[src/rtl/lsu_mem_sequencer_if.sv]
// Data-memory bus between the load/store sequencer (master) and memory (slave).
// Single outstanding request: busReq is held until a one-cycle busAck.
interface lsu_mem_sequencer_if #(
  parameter int cXLEN = 32
);
  logic               busReq;
  logic               busWe;
  logic [cXLEN-1:0]   busAddr;
  logic [cXLEN-1:0]   busWdata;
  logic [cXLEN/8-1:0] busBe;
  logic [cXLEN-1:0]   busRdata;
  logic               busAck;
  logic               busErr;

  modport master (
    output busReq, busWe, busAddr, busWdata, busBe, busErr,
    input  busRdata, busAck
  );

  modport slave (
    input  busReq, busWe, busAddr, busWdata, busBe, busErr,
    output busRdata, busAck
  );
endinterface

[src/rtl/lsu_mem_sequencer.sv]
// Load/store sequencer between the ALU stage and the writeback mux.
// Takes the tMemOp record, runs one bus transaction at a time, stalls the
// pipeline while busy, steers store lanes and sign/zero-extends loads.
// Optional feature macro MISALIGN_TRAP_EN: misaligned half/word accesses
// skip the bus and raise a one-cycle misalign pulse instead.
// tMemOp  = {read, write, addr[31:0], data[31:0], opType[2:0], rdAddr[4:0]}
// tRegOp  = {dv, addr[4:0], data[31:0]}
module lsu_mem_sequencer #(
  parameter int cXLEN       = 32,
  parameter int cBusTimeout = 16
) (
  input  logic                 clk,
  input  logic                 rst,
  input  logic [2*cXLEN+9:0]   memOpIn,
  output logic                 stall,
  output logic [cXLEN+5:0]     regOpOut,
`ifdef MISALIGN_TRAP_EN
  output logic                 misalign,
`endif
  lsu_mem_sequencer_if.master  bus
);

  typedef enum logic [1:0] {IDLE, REQ, DONE} state_t;

  state_t state_q, state_d;

  logic             mem_rd, mem_wr, op_valid;
  logic [cXLEN-1:0] mem_addr, mem_data;
  logic [2:0]       mem_type;
  logic [4:0]       mem_rdaddr;
  logic [1:0]       mem_sz;

  logic             accept, trap, ack_ok, expire;
  logic [7:0]       cnt_q;

  // latched operation
  logic             op_we_q, op_uns_q;
  logic [1:0]       op_sz_q, op_lane_q;
  logic [4:0]       op_rd_q;

  assign mem_rd     = memOpIn[2*cXLEN+9];
  assign mem_wr     = memOpIn[2*cXLEN+8];
  assign mem_addr   = memOpIn[2*cXLEN+7 -: cXLEN];
  assign mem_data   = memOpIn[cXLEN+7 -: cXLEN];
  assign mem_type   = memOpIn[7:5];
  assign mem_rdaddr = memOpIn[4:0];
  assign op_valid   = mem_rd | mem_wr;

  // Access size: 00 byte, 01 half, 10 word; undefined encodings fall to word.
  function automatic logic [1:0] size_of(input logic [2:0] t);
    return (t[1:0] == 2'b11) ? 2'b10 : t[1:0];
  endfunction

  function automatic logic [3:0] be_of(input logic [1:0] sz, input logic [1:0] lane);
    logic [3:0] be;
    case (sz)
      2'b00:   be = 4'b0001 << lane;
      2'b01:   be = 4'b0011 << {lane[1], 1'b0};
      default: be = 4'b1111;
    endcase
    return be;
  endfunction

  function automatic logic [31:0] wdata_of(input logic [1:0] sz, input logic [31:0] d);
    logic [31:0] w;
    case (sz)
      2'b00:   w = {4{d[7:0]}};
      2'b01:   w = {2{d[15:0]}};
      default: w = d;
    endcase
    return w;
  endfunction

  // Pick the addressed byte/half out of the returned word and extend it.
  function automatic logic [31:0] load_ext(input logic [1:0] sz, input logic uns,
                                           input logic [1:0] lane, input logic [31:0] rdata);
    logic signed [7:0]  b;
    logic signed [15:0] h;
    logic [31:0]        r;
    b = rdata[{lane, 3'b000} +: 8];
    h = rdata[{lane[1], 4'b0000} +: 16];
    case (sz)
      2'b00:   r = uns ? {24'd0, b} : {{24{b[7]}}, b};
      2'b01:   r = uns ? {16'd0, h} : {{16{h[15]}}, h};
      default: r = rdata;
    endcase
    return r;
  endfunction

`ifdef MISALIGN_TRAP_EN
  function automatic logic misaligned(input logic [1:0] sz, input logic [1:0] a);
    return ((sz == 2'b01) && a[0]) || ((sz == 2'b10) && (a != 2'b00));
  endfunction
  assign trap = misaligned(mem_sz, mem_addr[1:0]);
`else
  assign trap = 1'b0;
`endif

  assign mem_sz = size_of(mem_type);
  assign ack_ok = (state_q == REQ) && bus.busAck;
  assign expire = (state_q == REQ) && !bus.busAck && (cnt_q == 8'(cBusTimeout - 1));

  // Next-state and stall decode; stall rises combinationally on acceptance.
  always_comb begin
    state_d = state_q;
    stall   = 1'b0;
    accept  = 1'b0;
    case (state_q)
      IDLE: begin
        if (op_valid) begin
          stall   = 1'b1;
          accept  = 1'b1;
          state_d = trap ? DONE : REQ;
        end
      end
      REQ: begin
        stall = 1'b1;
        if (ack_ok || expire) state_d = DONE;
      end
      DONE:    state_d = IDLE;
      default: state_d = IDLE;
    endcase
  end

  // State, bus drive, timeout counter and writeback registers.
  always_ff @(posedge clk) begin
    if (rst) begin
      state_q      <= IDLE;
      cnt_q        <= 8'd0;
      bus.busReq   <= 1'b0;
      bus.busWe    <= 1'b0;
      bus.busAddr  <= '0;
      bus.busWdata <= '0;
      bus.busBe    <= '0;
      bus.busErr   <= 1'b0;
      regOpOut     <= '0;
      op_we_q      <= 1'b0;
      op_uns_q     <= 1'b0;
      op_sz_q      <= 2'b00;
      op_lane_q    <= 2'b00;
      op_rd_q      <= 5'd0;
`ifdef MISALIGN_TRAP_EN
      misalign     <= 1'b0;
`endif
    end else begin
      state_q          <= state_d;
      bus.busErr       <= 1'b0;
      regOpOut[cXLEN+5] <= 1'b0;
`ifdef MISALIGN_TRAP_EN
      misalign         <= accept && trap;
`endif
      if (accept) begin
        cnt_q     <= 8'd0;
        op_we_q   <= mem_wr;
        op_uns_q  <= mem_type[2];
        op_sz_q   <= mem_sz;
        op_lane_q <= mem_addr[1:0];
        op_rd_q   <= mem_rdaddr;
        if (!trap) begin
          bus.busReq   <= 1'b1;
          bus.busWe    <= mem_wr;
          bus.busAddr  <= {mem_addr[cXLEN-1:2], 2'b00};
          bus.busWdata <= wdata_of(mem_sz, mem_data);
          bus.busBe    <= be_of(mem_sz, mem_addr[1:0]);
        end
      end
      if (state_q == REQ) begin
        cnt_q <= cnt_q + 8'd1;
        if (ack_ok) begin
          bus.busReq <= 1'b0;
          if (!op_we_q)
            regOpOut <= {(op_rd_q != 5'd0), op_rd_q,
                         load_ext(op_sz_q, op_uns_q, op_lane_q, bus.busRdata)};
        end else if (expire) begin
          bus.busReq <= 1'b0;
          bus.busErr <= 1'b1;
        end
      end
    end
  end

endmodule

[src/flat_wrapper.sv]
// flat-port wrapper written by rule: the top's interface ports become plain ports
module lsu_mem_sequencer_flat 
#(
  parameter int cXLEN       = 32,
  parameter int cBusTimeout = 16
)
  (clk, rst, memOpIn, stall, regOpOut, bus_busReq, bus_busWe, bus_busAddr, bus_busWdata, bus_busBe, bus_busErr, bus_busRdata, bus_busAck);
  lsu_mem_sequencer_if #(.cXLEN(cXLEN)) bus_i ();
  input  logic clk;
  input  logic rst;
  input  logic [2*cXLEN+9:0] memOpIn;
  output logic stall;
  output logic [cXLEN+5:0] regOpOut;
  output wire logic [$bits(bus_i.busReq)-1:0] bus_busReq;
  output wire logic [$bits(bus_i.busWe)-1:0] bus_busWe;
  output wire logic [$bits(bus_i.busAddr)-1:0] bus_busAddr;
  output wire logic [$bits(bus_i.busWdata)-1:0] bus_busWdata;
  output wire logic [$bits(bus_i.busBe)-1:0] bus_busBe;
  output wire logic [$bits(bus_i.busErr)-1:0] bus_busErr;
  input wire logic [$bits(bus_i.busRdata)-1:0] bus_busRdata;
  input wire logic [$bits(bus_i.busAck)-1:0] bus_busAck;
  assign bus_busReq = bus_i.busReq;
  assign bus_busWe = bus_i.busWe;
  assign bus_busAddr = bus_i.busAddr;
  assign bus_busWdata = bus_i.busWdata;
  assign bus_busBe = bus_i.busBe;
  assign bus_busErr = bus_i.busErr;
  assign bus_i.busRdata = bus_busRdata;
  assign bus_i.busAck = bus_busAck;
  lsu_mem_sequencer #(.cXLEN(cXLEN), .cBusTimeout(cBusTimeout)) u_core (.clk(clk), .rst(rst), .memOpIn(memOpIn), .stall(stall), .regOpOut(regOpOut), .bus(bus_i));
endmodule
[config.mk]
export PLATFORM = sky130hd
export DESIGN_NAME = lsu_mem_sequencer_flat
export DESIGN_NICKNAME = d
export VERILOG_FILES = /design/src/rtl/lsu_mem_sequencer_if.sv /design/src/rtl/lsu_mem_sequencer.sv /design/src/flat_wrapper.sv
export SDC_FILE = /design/constraint.sdc
export NUM_CORES = 1
export LEC_CHECK = 0
export BUFFER_PORTS_ARGS = -buffer_cell sky130_fd_sc_hd__buf_2
export CAP_MARGIN = 20
export CORE_UTILIZATION = 30
export CTS_CLUSTER_DIAMETER = 60
export CTS_CLUSTER_SIZE = 40
export DETAILED_ROUTE_END_ITERATION = 8
export SYNTH_ARGS = -nofsm -noshare
export SYNTH_HDL_FRONTEND = slang
export SYNTH_SLANG_ARGS = --single-unit
[constraint.sdc]
create_clock -name clk -period 2.8 [get_ports clk]
set_input_delay 0.42 -clock clk [delete_from_list [all_inputs] [get_ports clk]]
set_output_delay 0.42 -clock clk [all_outputs]
set_load 0.01 [all_outputs]
; ---- Word level (Yosys, flattened, before mapping)
; Index checks and enable logic that the tools add are counted.
[word_totals]
register_bits = 127
word_cells = 63
[classes]
n_mux = 19
add_sub_neg = 1
shifts = 4
eq_ne = 7
n_bitwise = 4
reduce_logical = 14
[op_table]
columns = op, count
row1 = one-hot mux 32 bit (2 select lines), 2
row2 = 2-to-1 mux 32 bit, 2
row3 = indexed part select 32 x 6 -> 16 bit, 1
row4 = indexed part select 32 x 6 -> 8 bit, 1
row5 = 2-to-1 mux 8 bit, 2
row6 = adder 8 x 1 -> 8 bit (second input constant), 1
row7 = == test 8 x 4 -> 1 bit (second input constant), 1
row8 = one-hot mux 4 bit (2 select lines), 1
row9 = 2-to-1 mux 1 bit, 7
row10 = == test 2 x 1 -> 1 bit (second input constant), 3
row11 = logical NOT 2 bit, 3
row12 = 2-to-1 mux 2 bit, 3
row13 = nonzero test 5 bit, 1
row14 = inequality test 2 x 1 -> 1 bit (second input constant), 2
row15 = one-hot mux 2 bit (2 select lines), 1
row16 = OR reduction 4 bit, 1
row17 = left shift 1 x 2 -> 4 bit (first input constant), 1
row18 = left shift 2 x 2 -> 4 bit (first input constant), 1
row19 = logical AND 1 bit, 3
row20 = inverter 1 bit, 3
row21 = AND reduction 3 bit, 1
row22 = OR reduction 3 bit, 1
row23 = == test 2 bit (second input constant), 1
row24 = one-hot mux 1 bit (2 select lines), 1
row25 = 5 further kinds, 5

; ---- Longest topological paths before layout
; Gate-level depths: netlist (run 1).
[depth]
depth_word = 7
mapped_depth = 6
ltp_nobuf = 5

; ---- Least setup slack after synthesis (run 1)
; No wires, ideal clock.
[synth_timing]
path_type = input to register
from = input bus_busAck
to = register u_core.regOpOut[21]
arrival_time_ns = 1.339
path_slack_ns = 1.318
cell_stages = 6
path_buffers = 2
required_ns = 2.657
setup_time_ns = 0.143
path_cell_list = and4bb_1 > buf_2 > o41ai_4 > a31oi_4 > buf_6 > a211oi_2
[synth_via]
elab_chain_len = 2
[synth_rtl]
columns = item, line
row1 = start: declaration, flat_wrapper.sv:21  ; input wire logic [$bits(bus_i.busAck)-1:0] bus_busAck;
row2 = logical AND 1 bit, lsu_mem_sequencer.sv:100  ; assign ack_ok = (state_q == REQ) && bus.busAck;
row3 = AND reduction 3 bit (no source line), n/a
row4 = end signal: assignment, lsu_mem_sequencer.sv:172  ; regOpOut <= {(op_rd_q != 5'd0), op_rd_q,
row5 = end: declaration, lsu_mem_sequencer.sv:16  ; output logic [cXLEN+5:0] regOpOut,
; No other way between the ends.
; A chain may end at the register's enable or synchronous reset.

; ---- Worst setup path in the final report (run 1)
[layout_timing]
from = register u_core.op_lane_q[1]
to = register u_core.regOpOut[31]
[layout_via]
elab_chain_len = 3
[layout_rtl]
columns = item, line
row1 = start: declaration, lsu_mem_sequencer.sv:38  ; logic [1:0] op_sz_q, op_lane_q;
row2 = start signal: assignment, lsu_mem_sequencer.sv:157  ; op_lane_q <= mem_addr[1:0];
row3 = indexed part select 32 x 6 -> 16 bit / indexed part select 32 x 6 -> 8 bit (equally long branches), "lsu_mem_sequencer.sv:81, lsu_mem_sequencer.sv:80"
row4 = 2-to-1 mux 32 bit (on tied branches), "lsu_mem_sequencer.sv:84, lsu_mem_sequencer.sv:83"
row5 = one-hot mux 32 bit (2 select lines) *, lsu_mem_sequencer.sv:82  ; case (sz)
; Every way passes the cells marked *; elsewhere a longest branch is shown, timed or not.

==> flow_summary.ini, run 1 <==
[finish]
finalNetCount = 965
final_core_util_pct = 40.9
drive_above_1_share_pct = 32.0
antennaDiodeCount = 0
area_growth_syn_to_layout_pct = 33.8
final_area_mm2 = 0.00731
layout_commonest_cell = buf_2
fillCellCount = 1901
most-common-layout-cells = 215 x buf_2, 163 x nand2_1, 127 x dfxtp_1

[sta]
slew_viol_final = 0
slew-limit-headroom_pct = 55.5
setup-tns-final_ns = 0
min_period_ns = 2.02
setup_violations = 0
skew_ns = 0.00854
rsz0062_at_grt = false
postLayoutSetupSlackWorst_ns = 0.776
post-route-period-util_pct = 72.3
worstMarginPinSlew_ns = 0.668
fmax_mhz = 494
hold_viol = 0

[place]
pre_cts_slack_ns = 0.787
dp_hpwl_um = 11400
gp_congestion = 0.816
portBuffers = 216
placed_area_mm2 = 0.00672

[power_and_ir_drop]
powerDensity_mw_per_mm2 = 715
vdd_ir_drop_max_mv = 0.428
leakage_uw = 0.00316
totalPowerFinal_uw = 5230

[route]
final_antenna_net_count = 0
drc = 0
routed_wirelength_um = 16200
post_drt_wl_per_cell_um = 14.7
num_vias = 5309
dr.pass1.iters = 6
first_iter_violations = 242
avgViaCountPerCell = 4.84

[clock_tree]
cts_resized = 0
cts_tree = done
clock-sinks = 127
hold_buffers = 0
cts_buffers = 17
cts_root_buf = clkbuf_16
post-cts-setup-buffer-count = 0
cts.path.max_buffers = 2
cts-htree-levels = 4
clk_pin_slew_ns = 0.06
clock_latency_ns = 0.41

[synth]
synthTopCellsByArea = dfxtp_1 46%, nand2_1 11%, a21oi_1 6.2%
seq_area_frac_synth_pct = 46.5
synthFlopType = dfxtp_1
yosysTopAreaCellShare_pct = 46.5
yosys_warnings = 0
synth-seq-cells = 127
synth_top_area_cell = dfxtp_1
syn_avg_cell_area_um2 = 8.23
async_flop_share_pct = 0
ys_types = 44
syn_area_mm2 = 0.00547
synth-edff-count = 0
syn_inst = 664

[critical_path]
critPathCaptureType = register
cp_num_buf_inv = 0
worstSetupStartpointType = register
critPathRequiredTime_ns = 3.06
critical_path.cell_chain = mux2i_1 > o41ai_4 > a31oi_4 > a211oi_1
crit_path_top_delay_cell = dfxtp_1
cp.arrival_ns = 2.28
crit_family = compound AO/OA/AOI/OAI gates
crit_path_max_incr_delay_ns = 0.63
critPathKind = reg2reg
critical_path.max_fanout = 16

[global_route]
antenna_found_initial = 0
grtUsageTotal_pct = 17.2
grt_overflow_total = 0
first_global_vias = 4838
grt_pass1_wl_um = 25200
grt_max_degree = 94

[die]
coreArea_mm2 = 0.0179
die_y_um = 137
io_pins = 219
dieArea_mm2 = 0.0188
die_w_um = 137
initial_core_util_pct = 30.5
core.rowCount = 49

[flow_run]
cap_viol_max_count = 0

[run_status]
outcome = finished, final reports clean

[worst_hold_path]
min_path_type = in2reg
## power breakdown
group	internal, µW	switching, µW
Combinational	367	546
Clock	1340	908
Sequential	1970	96.5
Total	3670	1550
## per-layer routing
layer / track usage, % / wire, µm / up-vias
met2: 27.7 / 7510 / 188
met5: 0 / 0 / -
li1: - / - / 2676
met4: 4.82 / 187 / 0
met3: 6.15 / 1290 / 14
met1: 21.5 / 7160 / 2431
## sequential cells by signal, indices dropped and copies added, names as in the netlist
register,flops
u_core.regOpOut,38
u_core.bus.busWdata,32
u_core.bus.busAddr,30
u_core.cnt_q,8
u_core.op_rd_q,5
u_core.bus.busBe,4
u_core.op_lane_q,2
u_core.op_sz_q,2
u_core.state_q,2
u_core.bus.busErr,1
u_core.bus.busReq,1
u_core.op_uns_q,1
u_core.op_we_q,1
## per-stage QoR
| stage | cells | hold WS [ns] |
|---|---|---|
| after global routing | 1097 | 0.224 |
| final | 1097 | 0.225 |
| after CTS | 1097 | 0.203 |
| after floorplan | 665 | 0.440 |
| after detailed placement | 1065 | 0.445 |
| after global placement | 1065 | 0.438 |
## worst paths after layout
check	from	to	slack (ns)	cells past startpoint
worst min-delay path	bus_busAck	u_core.bus.busErr	0.23	2
worst min register to register	u_core.bus.busAddr[12]	u_core.bus.busAddr[12]	0.45	2
worst max register to register	u_core.op_lane_q[1]	u_core.regOpOut[31]	0.78	4
worst max-delay path	u_core.op_lane_q[1]	u_core.regOpOut[31]	0.78	4
## worst reg2reg max path: cells and delay by family, from the launching register on
kind           cells  cell delay (ns)
AO/OA/AOI/OAI      3             0.86
multiplexers       1             0.38
flip-flops         1             0.63
## cells by family (layout without fill, tap and decap cells)
kind of cell,after synthesis,after routing,synth area share (%)
AND/OR/NAND/NOR,289,289,22.9
AO/OA/AOI/OAI,153,153,19.0
flip-flops,127,127,46.5
buffers and inverters,59,262,4.85
multiplexers,33,33,6.29
adder cells (fa/ha/maj),1,1,0.229
other,1,2,0.0686
XOR/XNOR,1,1,0.160
## layout make-up
cell class	count	area, µm²	area share (%)
Clock buffer	17	425	5.82
Clock inverter	15	173	2.36
Inverter	2	7.51	0.103
Multi-Input combinational cell	479	2680	36.6
Sequential cell	127	2540	34.8
Tap cell	229	287	3.92
Timing Repair Buffer	228	1200	16.4
## cells in the mapped netlist (3+ instances only)
cell type and n:
nand2b_1 6, or4_1 3, buf_1 10, nand3b_1 8, o21ai_0 18, dfxtp_1 127
nor2_1 67, o211ai_1 8, nand3_1 4, nand2_1 163, a211oi_2 10, nor3_1 19
nand4b_1 7, clkbuf_1 26, o32ai_1 7, a311oi_1 9, buf_2 17, nor2b_1 3
a21oi_1 68, a211oi_1 24, mux2i_1 31
(Power assumes the default switching activity.)
==> inputs of run 2 (changes only) <==
==> constraint.sdc (replaced) <==
create_clock -name clk -period 1.8 [get_ports clk]
set_input_delay 0.27 -clock clk [delete_from_list [all_inputs] [get_ports clk]]
set_output_delay 0.27 -clock clk [all_outputs]
set_load 0.01 [all_outputs]
==> flow_summary.ini, run 2 (synthesis results as in run 1) <==
[clock_tree]
clock_latency_ns = 0.41
post-cts-setup-buffer-count = 0
cts.path.max_buffers = 2
cts_tree = done
cts_root_buf = clkbuf_16
clk_pin_slew_ns = 0.06
cts-htree-levels = 4
cts_resized = 0
clock-sinks = 127
hold_buffers = 0
cts_buffers = 17

[power_and_ir_drop]
leakage_uw = 0.00322
powerDensity_mw_per_mm2 = 1110
vdd_ir_drop_max_mv = 0.707

[die]
die_w_um = 137
coreArea_mm2 = 0.0179
dieArea_mm2 = 0.0188
io_pins = 219
die_y_um = 137
initial_core_util_pct = 30.5
core.rowCount = 49

[finish]
finalNetCount = 973
largest_register_ffs = 38
final_area_mm2 = 0.00744
top_regs = u_core.regOpOut (38), u_core.bus.busWdata (32), u_core.bus.busAddr (30)
layout_commonest_cell = buf_2
area_growth_syn_to_layout_pct = 36.1
largest_register = u_core.regOpOut
antennaDiodeCount = 0
most-common-layout-cells = 215 x buf_2, 163 x nand2_1, 127 x dfxtp_1
drive_above_1_share_pct = 32.5

[critical_path]
critPathRequiredTime_ns = 1.53
critical_path.max_fanout = 6
cp.arrival_ns = 1.41
critPathKind = reg2out
critPathCaptureType = output pin
worstSetupStartpointType = register

[route]
dr.pass1.iters = 4
num_vias = 5332
routed_wirelength_um = 16500
post_drt_wl_per_cell_um = 14.9
first_iter_violations = 240
avgViaCountPerCell = 4.83
final_antenna_net_count = 0
drc = 0

[run_status]
outcome = finished, final reports clean

[global_route]
grt_util_met3_pct = 6.07
use_met2_pct = 28.5
grt_max_degree = 93
top_usage_layer = met2
grt_pass1_wl_um = 25600
first_global_vias = 4929
grt_overflow_total = 0
antenna_found_initial = 0
grtUsageTotal_pct = 17.7
met1_usage_pct = 21.5

[sta]
rsz0062_at_grt = false
setup-tns-final_ns = 0
slew-limit-headroom_pct = 59.8
skew_ns = 0.00987
whs_ns = 0.0879
setup_violations = 0
min_period_ns = 1.68
hold_viol = 0
postLayoutSetupSlackWorst_ns = 0.116
worstMarginPinSlew_ns = 0.601
slew_viol_final = 0
post-route-period-util_pct = 93.6
fmax_mhz = 594

[place]
dp_hpwl_um = 11500
portBuffers = 216
placed_area_mm2 = 0.00683
gp_congestion = 0.789
pre_cts_slack_ns = 0.225

[worst_hold_path]
min_path_type = in2reg

[flow_run]
cap_viol_max_count = 0
==> run 2: changes by cell type in the layout (fill, tap and decap cells not counted), sizes merged <==
cell / previous run / this run
bufinv: 2 / 3
clkbuf: 17 / 20
clkinv: 3 / 2
inv: 10 / 4
buf: 228 / 236
clkinvlp: 2 / 5
==> run 2: critical path, cell delays in order (launching register included) <==
cell,delay [ns]
dfxtp_1,0.41
inv_1,0.06
a21oi_1,0.32
buf_2,0.21
==> run 2: layout make-up <==
class / instances / area (µm²)
Fill cell: 1874 / 10500
Clock inverter: 12 / 159
Timing Repair Buffer: 236 / 1310
Inverter: 2 / 7.51
Multi-Input combinational cell: 479 / 2680
Clock buffer: 20 / 457
Sequential cell: 127 / 2540
Tap cell: 229 / 287
==> run 2: where the power goes <==
group	internal [µW]	leakage [µW]	switching, µW	total (µW)
clock	2260	0.000285	1320	3580
sequential	3060	0.00104	137	3200
combinational	599	0.00189	876	1480
==> run 2: routing by layer <==
layer | part of all wire (%) | routed length, µm | up-vias
met5 | 0 | 0 | -
met4 | 1.6 | 265 | 0
met3 | 7.3 | 1210 | 21
met2 | 47 | 7700 | 164
met1 | 44 | 7330 | 2440
li1 | - | - | 2707
==> run 2: final timing paths <==
path | depth (start not counted) | end | from | slack, ns
worst max-delay path | 3 | stall | u_core.state_q[0] | 0.12
worst min-delay path | 3 | u_core.bus.busAddr[23] | memOpIn[63] | 0.09
worst max register to register | 5 | u_core.regOpOut[2] | u_core.state_q[0] | 0.21
worst min register to register | 2 | u_core.bus.busAddr[7] | u_core.bus.busAddr[7] | 0.45
==> run 2: through the flow <==
stage,total power (µW),cells,util (%)
global route,8670,1105,41.6
CTS,8340,1105,41.6
floorplan,4120,665,-
detailed placement,4740,1073,38.1
global placement,4730,1073,38.1
finish,8250,1105,41.6
